`src/rtl/bitmode_pixel_rmw.sv`:
```
// rtl/bitmode_pixel_rmw.sv - CPU bitmode 4bpp pixel read / read-modify-write engine on shared video RAM
//
// Ports:
//   clk, reset_n        system clock, asynchronous active-low reset
//   ce2Hd               2H clock-enable qualifying request capture
//   bm_req, bm_rwn      access strobe and direction (1=read, 0=write)
//   bm_wdata            CPU write data, only [3:0] is the pixel value
//   drba, pixa          pixel byte address and nibble select (0=[7:4], 1=[3:0])
//   vid_slot            video owns the RAM this cycle; no strobes allowed
//   vram_addr/re/we/d   RAM request side; vram_q is the read data
//   bm_rdata            last read result, held until the next read completes
//   busy, done, overrun access in progress, completion pulse, sticky overrun
//
// Build option: BITMODE_READ_DUP_EN - reads return the nibble in both halves.

module bitmode_pixel_rmw #(
    parameter int RD_LAT = 1,
    parameter int AW     = 15
) (
    input  logic          clk,
    input  logic          reset_n,
    input  logic          ce2Hd,
    input  logic          bm_req,
    input  logic          bm_rwn,
    input  logic [7:0]    bm_wdata,
    input  logic [AW-1:0] drba,
    input  logic          pixa,
    input  logic          vid_slot,
    output logic [AW-1:0] vram_addr,
    output logic          vram_re,
    output logic          vram_we,
    output logic [7:0]    vram_d,
    input  logic [7:0]    vram_q,
    output logic [7:0]    bm_rdata,
    output logic          busy,
    output logic          done,
    output logic          overrun
);

    typedef enum logic [2:0] {
        S_IDLE,
        S_RD,
        S_WAIT,
        S_MERGE,
        S_WR,
        S_DONE
    } state_t;

    localparam logic [2:0] LAT_LAST = 3'(RD_LAT - 1);

    state_t        r_state;
    state_t        w_next;
    logic [AW-1:0] r_addr;
    logic          r_pix;
    logic          r_rwn;
    logic [3:0]    r_wnib;
    logic [7:0]    r_q;
    logic [7:0]    r_wbyte;
    logic [2:0]    r_lat_cnt;
    logic          r_busy;
    logic          r_overrun;
    logic [7:0]    r_rdata;

    logic          w_req;
    logic          w_lat_last;
    logic [3:0]    w_nib;
    logic [7:0]    w_rdata;
    logic          w_unused;

    assign w_req      = bm_req & ce2Hd;
    assign w_lat_last = (r_lat_cnt == LAT_LAST);
    // Selected nibble straight off the RAM bus, valid on the last WAIT cycle.
    assign w_nib      = r_pix ? vram_q[3:0] : vram_q[7:4];
    assign w_unused   = ^bm_wdata[7:4];

`ifdef BITMODE_READ_DUP_EN
    assign w_rdata = {w_nib, w_nib};
`else
    assign w_rdata = {4'h0, w_nib};
`endif

    always_comb begin
        w_next    = r_state;
        vram_re   = 1'b0;
        vram_we   = 1'b0;
        vram_addr = '0;
        vram_d    = 8'h00;
        done      = 1'b0;
        case (r_state)
            S_IDLE: begin
                if (w_req) w_next = S_RD;
            end
            S_RD: begin
                if (!vid_slot) begin
                    vram_re   = 1'b1;
                    vram_addr = r_addr;
                    w_next    = S_WAIT;
                end
            end
            S_WAIT: begin
                if (w_lat_last) w_next = r_rwn ? S_DONE : S_MERGE;
            end
            S_MERGE: begin
                w_next = S_WR;
            end
            S_WR: begin
                if (!vid_slot) begin
                    vram_we   = 1'b1;
                    vram_addr = r_addr;
                    vram_d    = r_wbyte;
                    w_next    = S_DONE;
                end
            end
            S_DONE: begin
                done   = 1'b1;
                w_next = S_IDLE;
            end
            default: w_next = S_IDLE;
        endcase
    end

    always_ff @(posedge clk or negedge reset_n) begin
        if (!reset_n) begin
            r_state   <= S_IDLE;
            r_addr    <= '0;
            r_pix     <= 1'b0;
            r_rwn     <= 1'b0;
            r_wnib    <= 4'h0;
            r_q       <= 8'h00;
            r_wbyte   <= 8'h00;
            r_lat_cnt <= 3'd0;
            r_busy    <= 1'b0;
            r_overrun <= 1'b0;
            r_rdata   <= 8'h00;
        end else begin
            r_state <= w_next;

            // Inputs are frozen at capture so auto-increment stepping of
            // drba/pixa cannot disturb the access in flight.
            if (r_state == S_IDLE && w_req) begin
                r_addr <= drba;
                r_pix  <= pixa;
                r_rwn  <= bm_rwn;
                r_wnib <= bm_wdata[3:0];
                r_busy <= 1'b1;
            end

            // Requests are never queued; any request outside IDLE is lost.
            if (r_state != S_IDLE && w_req) r_overrun <= 1'b1;

            if (r_state == S_WAIT) begin
                if (w_lat_last) begin
                    r_lat_cnt <= 3'd0;
                    r_q       <= vram_q;
                    if (r_rwn) r_rdata <= w_rdata;
                end else begin
                    r_lat_cnt <= r_lat_cnt + 3'd1;
                end
            end

            if (r_state == S_MERGE)
                r_wbyte <= r_pix ? {r_q[7:4], r_wnib} : {r_wnib, r_q[3:0]};

            if (r_state == S_DONE) r_busy <= 1'b0;
        end
    end

    assign busy     = r_busy;
    assign overrun  = r_overrun;
    assign bm_rdata = r_rdata;

endmodule
```
`config.mk`:
```
export PLATFORM = sky130hd
export DESIGN_NAME = bitmode_pixel_rmw
export DESIGN_NICKNAME = d
export VERILOG_FILES = /design/src/rtl/bitmode_pixel_rmw.sv
export SDC_FILE = /design/constraint.sdc
export NUM_CORES = 1
export LEC_CHECK = 0
export ABC_AREA = 1
export CAP_MARGIN = 5
export CORE_MARGIN = 8
export CORE_UTILIZATION = 48
export CTS_BUF_LIST = sky130_fd_sc_hd__clkbuf_2 sky130_fd_sc_hd__clkbuf_4 sky130_fd_sc_hd__clkbuf_8
export DETAILED_ROUTE_END_ITERATION = 16
export GPL_TIMING_DRIVEN = 0
export MAX_ROUTING_LAYER = met4
export PLACE_DENSITY = 0.8
export SETUP_SLACK_MARGIN = 0.5
export SLEW_MARGIN = 10
export SYNTH_ARGS = -nofsm -noshare
export SYNTH_HDL_FRONTEND = slang
export SYNTH_SLANG_ARGS = --single-unit
```
`constraint.sdc`:
```
create_clock -name clk -period 1.6 [get_ports clk]
set_input_delay 0.32 -clock clk [delete_from_list [all_inputs] [get_ports clk]]
set_output_delay 0.32 -clock clk [all_outputs]
set_load 0.02 [all_outputs]
```
==> results.md, run 1 <==
* Top-Level Pins at 74
* DRT antenna net count at 0
* Fillers at ~190
* Area contributors post-synth: dfrtp_1 51%, nand2_1 8.5%, nor2_1 7.5%
* HP Class: input port to asynchronous set/reset pin
* Diodes inserted at 0
* Pins over their slew limit at 0
* DRT Wirelength at approximately 9.3 mm
* Layout cells sized above 1 at 50.6%
* Fin cells at 472
* RSZ-0062 raised after global routing: true
* Gr ovfl total at 0
* Synth Instances at 290
* Post-synth cell types at 26
* Initial antenna violation count at 0
* Gpl congestion at 0.802
* Nets at 446
* Fin util at 90.2%
* Final Skew at approximately 0.011 ns
* CTS tree: done
* Port bufs at 65
* Die area at 0.00749 sq mm
* Status: finished, violations left
* Yosys warning total at 0
* Die H at 86.5 um
* Power Density at 1620 mW/mm^2
* WP data required at 1.28 ns
* Synth area leader: dfrtp_1
* Synth Area per Inst at 8.23 sq um
* Global-route wire length before repair at between 10 and 15 mm
* Area share of the largest cell type after synthesis at roughly 50%
* Largest net degree at the start of global routing at 33
* VDD IR-drop max at 0.000991 V
* WP data arrival at 1.67 ns
* Die X at about 87 um
* CP Class: register to output port
* Most frequent cells in the layout: 50 x buf_6, 47 x dfrtp_1, 37 x inv_1
* Post-route DRC at 0
* Crit end category: output port
* Total GRT Usage at 21.0%
* Sink Count at 49
* Post-synthesis register bit count at 49
* Final Hold Vio Count at 0
* Clk_lat worst skew at 0.31 ns
* WHS at 0.459 ns
* DP Wirelength at between 4 and 5 mm
* Final worst slack at -0.387 ns
* Cells after DPL at 426
* Post-detailed-route wirelength per cell at just under 20 um
* DR pass1 iterations at 4
* Vias at 2573
* Failing checks: negative setup slack
* CTS clk-pin slew, worst paths at approximately 0.090 ns
* Clock Tree Root: clkbuf_8
* Starting Density at 50.2%
* Layout area overhead at 79.7%
* Crit Path Max Fanout at 7
* CTS H-tree lvls at 2
* Crit share post-route at 124%
* Row cnt at 25
* Vias in the first global route at around 2400
* # setup viols final at 25
* Max Clk Rate at 503 MHz
* CP startpoint kind: register
* Fraction of the yosys area taken by sequential cells at 51.4%
* Max clock buf depth at 2
* Initial DRC Count at about 190
* CTS buffer count at 5
* Crit path time final at 1.99 ns
* Mapped Area at roughly 0.0024 sq mm
* Core Footprint at roughly 0.0048 sq mm
* Max-cap violations at 0
* Most common cell after layout, fill and taps aside: buf_6
* Pleak at 1.98 nW
* DR vias/cell at around 5.5
layer usage:
layer,track usage (%),vias up,wire length [um]
li1,-,1136,-
met1,22.8,1260,3540
met2,36.6,136,4720
met3,5.01,41,599
met4,7.51,0,438
met5,-,-,0
worst paths after layout:
path	depth (start not counted)	to	startpoint	slack [ns]
max	7	vram_addr[4]	r_state[1]	-0.39
max in group asynchronous	3	r_wnib[3]	reset_n	0.68
min reg2reg	2	bm_rdata[1]	bm_rdata[1]	0.52
max reg2reg	7	r_pix	r_state[2]	0.02
min in group clk	2	bm_rdata[1]	bm_rdata[1]	0.52
min	2	busy	reset_n	0.46
repair_timing:
item	4_1_cts	5_1_grt
gates cloned	8	0
setup endpoints to repair	80	113
endpoints found under the hold margin	17	0
gates resized for setup	246	75
hold buffers	1	0
buffers inserted	23	8
pin swaps	14	13
layout make-up:
cell class	instances	area, sq um	share of cell area [%]
timing repair buffer	104	1100	25.6
clock inverter	1	5.00	0.117
inverter	43	176	4.11
multi-input combinational	189	1470	34.2
clock buffer	5	68.8	1.60
buffer	14	160	3.73
tap	67	83.8	1.95
sequential	49	1230	28.6
cells by family (layout without fill, tap and decap cells):
family / count (synthesis) / in the layout / share of synthesized area (%)
AND/OR/NAND/NOR: 125 / 127 / 23.6
buffers and inverters: 57 / 167 / 11.0
AO/OA/AOI/OAI: 56 / 56 / 12.9
flip-flops: 49 / 49 / 51.4
adder cells (fa/ha/maj): 2 / 2 / 1.05
other: 1 / 4 / 0.157
registers in the layout (all words and copies together), names as in the netlist:
| register | cells |
|---|---|
| bm_rdata | 4 |
| busy | 1 |
| overrun | 1 |
| r_addr | 15 |
| r_lat_cnt | 3 |
| r_pix | 1 |
| r_q | 8 |
| r_rwn | 1 |
| r_state | 3 |
| r_wbyte | 8 |
| r_wnib | 4 |
cells in the mapped netlist:
cell / count
nand3_1: 13
buf_4: 4
nor2_8: 1
nand2_4: 1
nor2_4: 2
nand2_2: 2
o21ai_2: 4
o21ai_0: 25
nand2_8: 1
nor2_2: 1
clkbuf_1: 2
nor3_4: 1
nor2_1: 48
nand2_1: 54
inv_1: 41
dfrtp_1: 49
inv_2: 2
ha_1: 2
buf_6: 2
buf_2: 5
buf_8: 1
conb_1: 1
o21bai_1: 1
o211ai_1: 4
nand4_1: 1
a21oi_1: 22
worst max-delay path, stage by stage (launching register included):
cell and delay [ns]:
dfrtp_2 0.49, nor2_4 0.20, nand2_4 0.10, nand2_4 0.10
nand2_8 0.09, buf_16 0.17, nor2_4 0.09, buf_6 0.12
metrics by stage:
step                TNS (ns)  power, mW  instance area [sq um]  setup slack, ns
floorplan                  0       3.89                   2630            0.116
global placement      -75.12       4.66                   3360            -1.40
detailed placement    -15.53       4.75                   3370           -0.719
CTS                    -6.27       6.16                   3950           -0.333
global route           -9.03       7.29                   4290           -0.438
finish                 -7.85       6.94                   4290           -0.387
power by group:
group,internal (mW),leakage [nW],switching [mW]
clock,0.289,0.0399,0.407
combinational,1.78,1.37,2.38
sequential,1.76,0.575,0.330
Note: power is estimated with default switching activity, not from simulation.
==> run 2: changes to the inputs <==
--- a/config.mk
+++ b/config.mk
@@ -7,13 +7,12 @@
 export LEC_CHECK = 0
 export ABC_AREA = 1
 export CAP_MARGIN = 5
-export CORE_MARGIN = 8
-export CORE_UTILIZATION = 48
-export CTS_BUF_LIST = sky130_fd_sc_hd__clkbuf_2 sky130_fd_sc_hd__clkbuf_4 sky130_fd_sc_hd__clkbuf_8
+export CORE_MARGIN = 1.5
+export CORE_UTILIZATION = 46
 export DETAILED_ROUTE_END_ITERATION = 16
 export GPL_TIMING_DRIVEN = 0
 export MAX_ROUTING_LAYER = met4
-export PLACE_DENSITY = 0.8
+export PLACE_DENSITY = 0.77
 export SETUP_SLACK_MARGIN = 0.5
 export SLEW_MARGIN = 10
 export SYNTH_ARGS = -nofsm -noshare
==> results.md, run 2 (synthesized netlist as in run 1, its figures left out) <==
* Row cnt at 26
* DR pass1 iterations at 4
* Global-route wire length before repair at 11.4 mm
* Vias at about 2500
* Pins over their slew limit at 0
* Most common cell after layout, fill and taps aside: dfrtp_1
* Most flop-heavy register: r_addr
* Max Clk Rate at 509 MHz
* DRT Wirelength at 8.76 mm
* CP Class: register to output port
* Initial DRC Count at 59
* Diodes inserted at 0
* Area of the multi-input gates at about 0.0015 sq mm
* CP startpoint kind: register
* Seq. cell area at 0.00123 sq mm
* CTS tree: done
* Crit end category: output port
* WP data required at 1.28 ns
* Core Footprint at 0.00504 sq mm
* Finished Cell Area at 0.00444 sq mm
* Crit Path Max Fanout at 8
* # setup viols final at 42
* CTS buffer count at 5
* WHS at 0.434 ns
* Starting Density at 47.3%
* DP Wirelength at 3.82 mm
* Total GRT Usage at between 20 and 30%
* Placed inst area at around 0.0034 sq mm
* Die area at approximately 0.0056 sq mm
* Clk_lat worst skew at 0.31 ns
* Worst reg-to-reg setup slack at -0.11 ns
* Failing checks: negative setup slack
* Crit share post-route at 123%
* Layout area overhead at 86.2%
* Post-detailed-route wirelength per cell at 18.3 um
* Sink Count at 49
* DRT antenna net count at 0
* Largest register FFs at 15
* Vias in the first global route at 2389
* Initial antenna violation count at 0
* Status: finished, violations left
* CTS H-tree lvls at 2
* Clock Tree Root: clkbuf_8
* Top-Level Pins at 74
* Final Skew at just under 0.01 ns
* Die H at 75.0 um
* Nets at 448
* Largest net degree at the start of global routing at 38
* Power Density at 1680 mW/mm^2
* Max clock buf depth at 2
* WP data arrival at between 1.5 and 2 ns
* Fillers at 234
* Port bufs at 65
* Pleak at 2.05 nW
* RSZ-0062 raised after global routing: true
* Gr ovfl total at 0
* Die X at 75.0 um
* Most frequent cells in the layout: 47 x dfrtp_1, 37 x inv_1, 37 x nor2_4
* Crit path time final at 1.96 ns
* DR vias/cell at 5.18
* CTS clk-pin slew, worst paths at ~0.10 ns
* Post-route DRC at 0
* Final worst slack at -0.364 ns
* VDD IR-drop max at between 0.0009 and 0.001 V
* Gpl congestion at 0.776
* Max-cap violations at 0
* Layout cells sized above 1 at ~52%
* Biggest regs: r_addr: 15 flops, r_q: 8 flops, r_wbyte: 8 flops
* HP Class: input port to asynchronous set/reset pin
* Final Hold Vio Count at 0
-- run 2: cell types whose count changed in the layout (fill, tap and decap cells not counted), sizes merged --
cell / change
nand2: -2
inv: -1
bufinv: +1
clkbuf: +1
buf: +5
-- run 2: worst paths after layout --
kind	depth (start not counted)	end	from
min in group clk	2	bm_rdata[0]	bm_rdata[0]
max in group asynchronous	3	r_state[2]	reset_n
max reg2reg	9	r_addr[1]	r_state[0]
max	8	vram_d[0]	r_state[0]
min	2	busy	reset_n
min reg2reg	2	bm_rdata[0]	bm_rdata[0]
-- run 2: per-layer routing --
metal	global-route usage, %	up-vias	share of wire (%)
met5	-	-	0
met4	12.7	0	3.8
met3	5.49	36	5.6
met2	49.5	105	55
met1	31.5	1208	36
li1	-	1130	-
-- run 2: stage by stage --
step / instances / setup slack, ns / TNS [ns] / utilization [%] / power, mW
after global placement: 428 / -1.36 / -73.53 / 66.7 / 4.65
final: 479 / -0.364 / -8.63 / 88.1 / 7.47
after CTS: 470 / -0.335 / -6.57 / 81.3 / 6.63
after global routing: 479 / -0.411 / -11.00 / 88.1 / 7.84
after detailed placement: 429 / -0.721 / -15.51 / 67.0 / 4.72
after floorplan: 293 / 0.116 / 0 / - / 3.89
-- run 2: power breakdown --
part	internal (mW)	switching [mW]	total, mW
combinational	2.01	2.45	4.46
sequential	1.76	0.319	2.08
clock	0.510	0.420	0.930
total	4.28	3.19	7.47
-- run 2: what timing repair did --
item / in CTS / in global routing
hold buffers: 1 / 0
gates cloned: 6 / 0
endpoints found under the setup margin: 80 / 81
setup buffers: 26 / 9
pin swaps: 21 / 22
endpoints found under the hold margin: 12 / 0
resized for setup: 254 / 70
-- run 2: layout make-up --
type	instances	area share, %
plain buffers	14	3.66
clock buffers	7	1.94
clock inverters	1	0.676
inverters	43	4.19
multi-input cells	187	33.6
flip-flops and latches	49	27.6
well taps	70	1.97
repair buffers	108	26.3
-- run 2: worst max-delay path: stages, from the launching register on --
cell	delay [ns]
dfrtp_1	0.38
buf_6	0.13
nor2_4	0.12
nand2_4	0.10
buf_12	0.14
nor2_4	0.13
inv_6	0.10
nor2_4	0.10
buf_4	0.14
==> run 3: changes to the inputs <==
--- a/config.mk
+++ b/config.mk
@@ -8,11 +8,12 @@
 export ABC_AREA = 1
 export CAP_MARGIN = 5
 export CORE_MARGIN = 1.5
-export CORE_UTILIZATION = 46
+export CORE_UTILIZATION = 48
+export CTS_BUF_LIST = sky130_fd_sc_hd__clkbuf_8
 export DETAILED_ROUTE_END_ITERATION = 16
 export GPL_TIMING_DRIVEN = 0
 export MAX_ROUTING_LAYER = met4
-export PLACE_DENSITY = 0.77
+export PLACE_DENSITY = 0.8
 export SETUP_SLACK_MARGIN = 0.5
 export SLEW_MARGIN = 10
 export SYNTH_ARGS = -nofsm -noshare
==> results.md, run 3 (synthesized netlist as in run 1, its figures left out) <==
* CTS tree: done
* Top-Level Pins at 74
* VDD IR-drop max at 0.000919 V
* Met2 wire len at 4.12 mm
* Most frequent cells in the layout: 47 x dfrtp_1, 42 x nand2_1, 40 x nor2_4
* Crit Path Max Fanout at 7
* # setup viols final at 46
* WP data arrival at 1.60 ns
* Final TNS setup at -7.78 ns
* Met3 wire length at 443 um
* CTS buffer count at 5
* Failing checks: negative setup slack
* Biggest regs: r_addr: 15 flops, r_q: 8 flops, r_wbyte: 8 flops
* Largest register FFs at 15
* Starting Density at approximately 50%
* Sink Count at 49
* DRT antenna net count at 0
* Initial antenna violation count at 0
* WP data required at ~1.3 ns
* Pwr Total at 6.55 mW
* Fin util at 86.1%
* CTS H-tree lvls at 2
* Clk_lat worst skew at 0.31 ns
* Finished Cell Area at 0.00409 sq mm
* Final Skew at 0.00624 ns
* Nets at 439
* Clock Tree Root: clkbuf_8
* Max-cap violations at 0
* Power Density at 1600 mW/mm^2
* DP Wirelength at 3.88 mm
* Port bufs at 65
* Post-route DRC at 0
* Crit share post-route at 120%
* Most flop-heavy register: r_addr
* Int Pwr at 3.73 mW
* CTS clk-pin slew, worst paths at 0.09 ns
* Final worst slack at -0.319 ns
* Post-Place Setup Slack at -0.697 ns
* Layout area overhead at 71.4%
* Placed inst area at 0.00337 sq mm
* CP Class: register to output port
* Length of routed wiring on met1 at 3.03 mm
* CP startpoint kind: register
* Pleak at approximately 1.9 nW
* DR top layer: met4
* Flop pwr share at 31.0%
* Fillers at 246
* Die H at roughly 74 um
* Post-detailed-route wirelength per cell at about 17 um
* Gpl congestion at 0.828
* Row cnt at 25
* Combinational power share at 58.2%
* Pins over their slew limit at 0
* Largest net degree at the start of global routing at 35
* Initial DRC Count at 133
* Vias at between 2000 and 2500
* Final Hold Vio Count at 0
* Most common cell after layout, fill and taps aside: dfrtp_1
* Max Clk Rate at 521 MHz
* HP Class: input port to asynchronous set/reset pin
* Die X at 73.5 um
* Status: finished, violations left
* Crit end category: output port
* Sw Pwr at 2.82 mW
* Crit path time final at between 1.5 and 2 ns
* Layout cells sized above 1 at 44.2%
* Vias in the first global route at 2305
* Max clock buf depth at 2
* Diodes inserted at 0
* Gr ovfl total at 0
* Total GRT Usage at 27.7%
* Clock Power Share at 10.9%
* Global-route wire length before repair at 11.0 mm
* Die area at approximately 0.0054 sq mm
* Net Sw Frac at 43.1%
* RSZ-0062 raised after global routing: true
* DRT Wirelength at 7.69 mm
* DR vias/cell at 5.19
* Core Footprint at between 0.004 and 0.005 sq mm
* DR pass1 iterations at 5
## run 3: repair_timing
item                                    4_1_cts  5_1_grt
hold buffers                                  1        0
resized for setup                           241       38
gates cloned                                  9        0
pin swaps                                    17       19
setup buffers                                19        4
endpoints found under the setup margin       80       81
hold endpoints to repair                     15        0
## run 3: worst paths after layout
check                                endpoint  slack, ns  depth (start not counted)       start
max in group asynchronous              r_q[4]       0.61                          3     reset_n
min in group clk                       r_q[3]       0.50                          2      r_q[3]
worst min-delay path                r_addr[6]       0.47                          2     reset_n
worst max-delay path            vram_addr[10]      -0.32                          7  r_state[1]
worst max register to register      r_addr[5]      -0.12                          9  r_state[0]
worst min register to register         r_q[3]       0.50                          2      r_q[3]
## run 3: power by group through the flow
| stage | logic, mW | registers [mW] | clock network (mW) |
|---|---|---|---|
| CTS | 3.39 | 1.99 | 0.696 |
| finish | 3.81 | 2.03 | 0.711 |
| global route | 4.05 | 2.07 | 0.759 |
| floorplan | 1.84 | 2.05 | 0 |
| global placement | 2.63 | 2.01 | 0 |
| detailed placement | 2.70 | 2.02 | 0 |
## run 3: critical path: stages (launching register included)
cell	delay, ns
dfrtp_2	0.47
inv_4	0.10
nand3_2	0.12
nand2_4	0.13
nand2_8	0.09
buf_12	0.16
nor2_4	0.10
buf_6	0.12
## run 3: cell type report
class / count / area (sq um) / area share (%)
plain buffers: 14 / 155 / 3.79
repair buffers: 97 / 1000 / 24.5
clock inverters: 1 / 5.00 / 0.122
multi-input cells: 189 / 1370 / 33.6
inverters: 43 / 176 / 4.31
flip-flops and latches: 49 / 1230 / 30.0
clock buffers: 5 / 68.8 / 1.68
well taps: 67 / 83.8 / 2.05
## run 3: stage by stage
stage                     hold WS, ns  std cells
after global placement          0.459        425
after CTS                       0.468        461
after global routing            0.504        465
after floorplan                0.0244        293
after detailed placement        0.264        426
final                           0.466        465
## run 3: layer usage
layer	up-vias	GRT usage, %
li1	1118	-
met2	88	48.5
met4	0	6.79
met3	13	5.49
met5	-	-
met1	1195	32.7
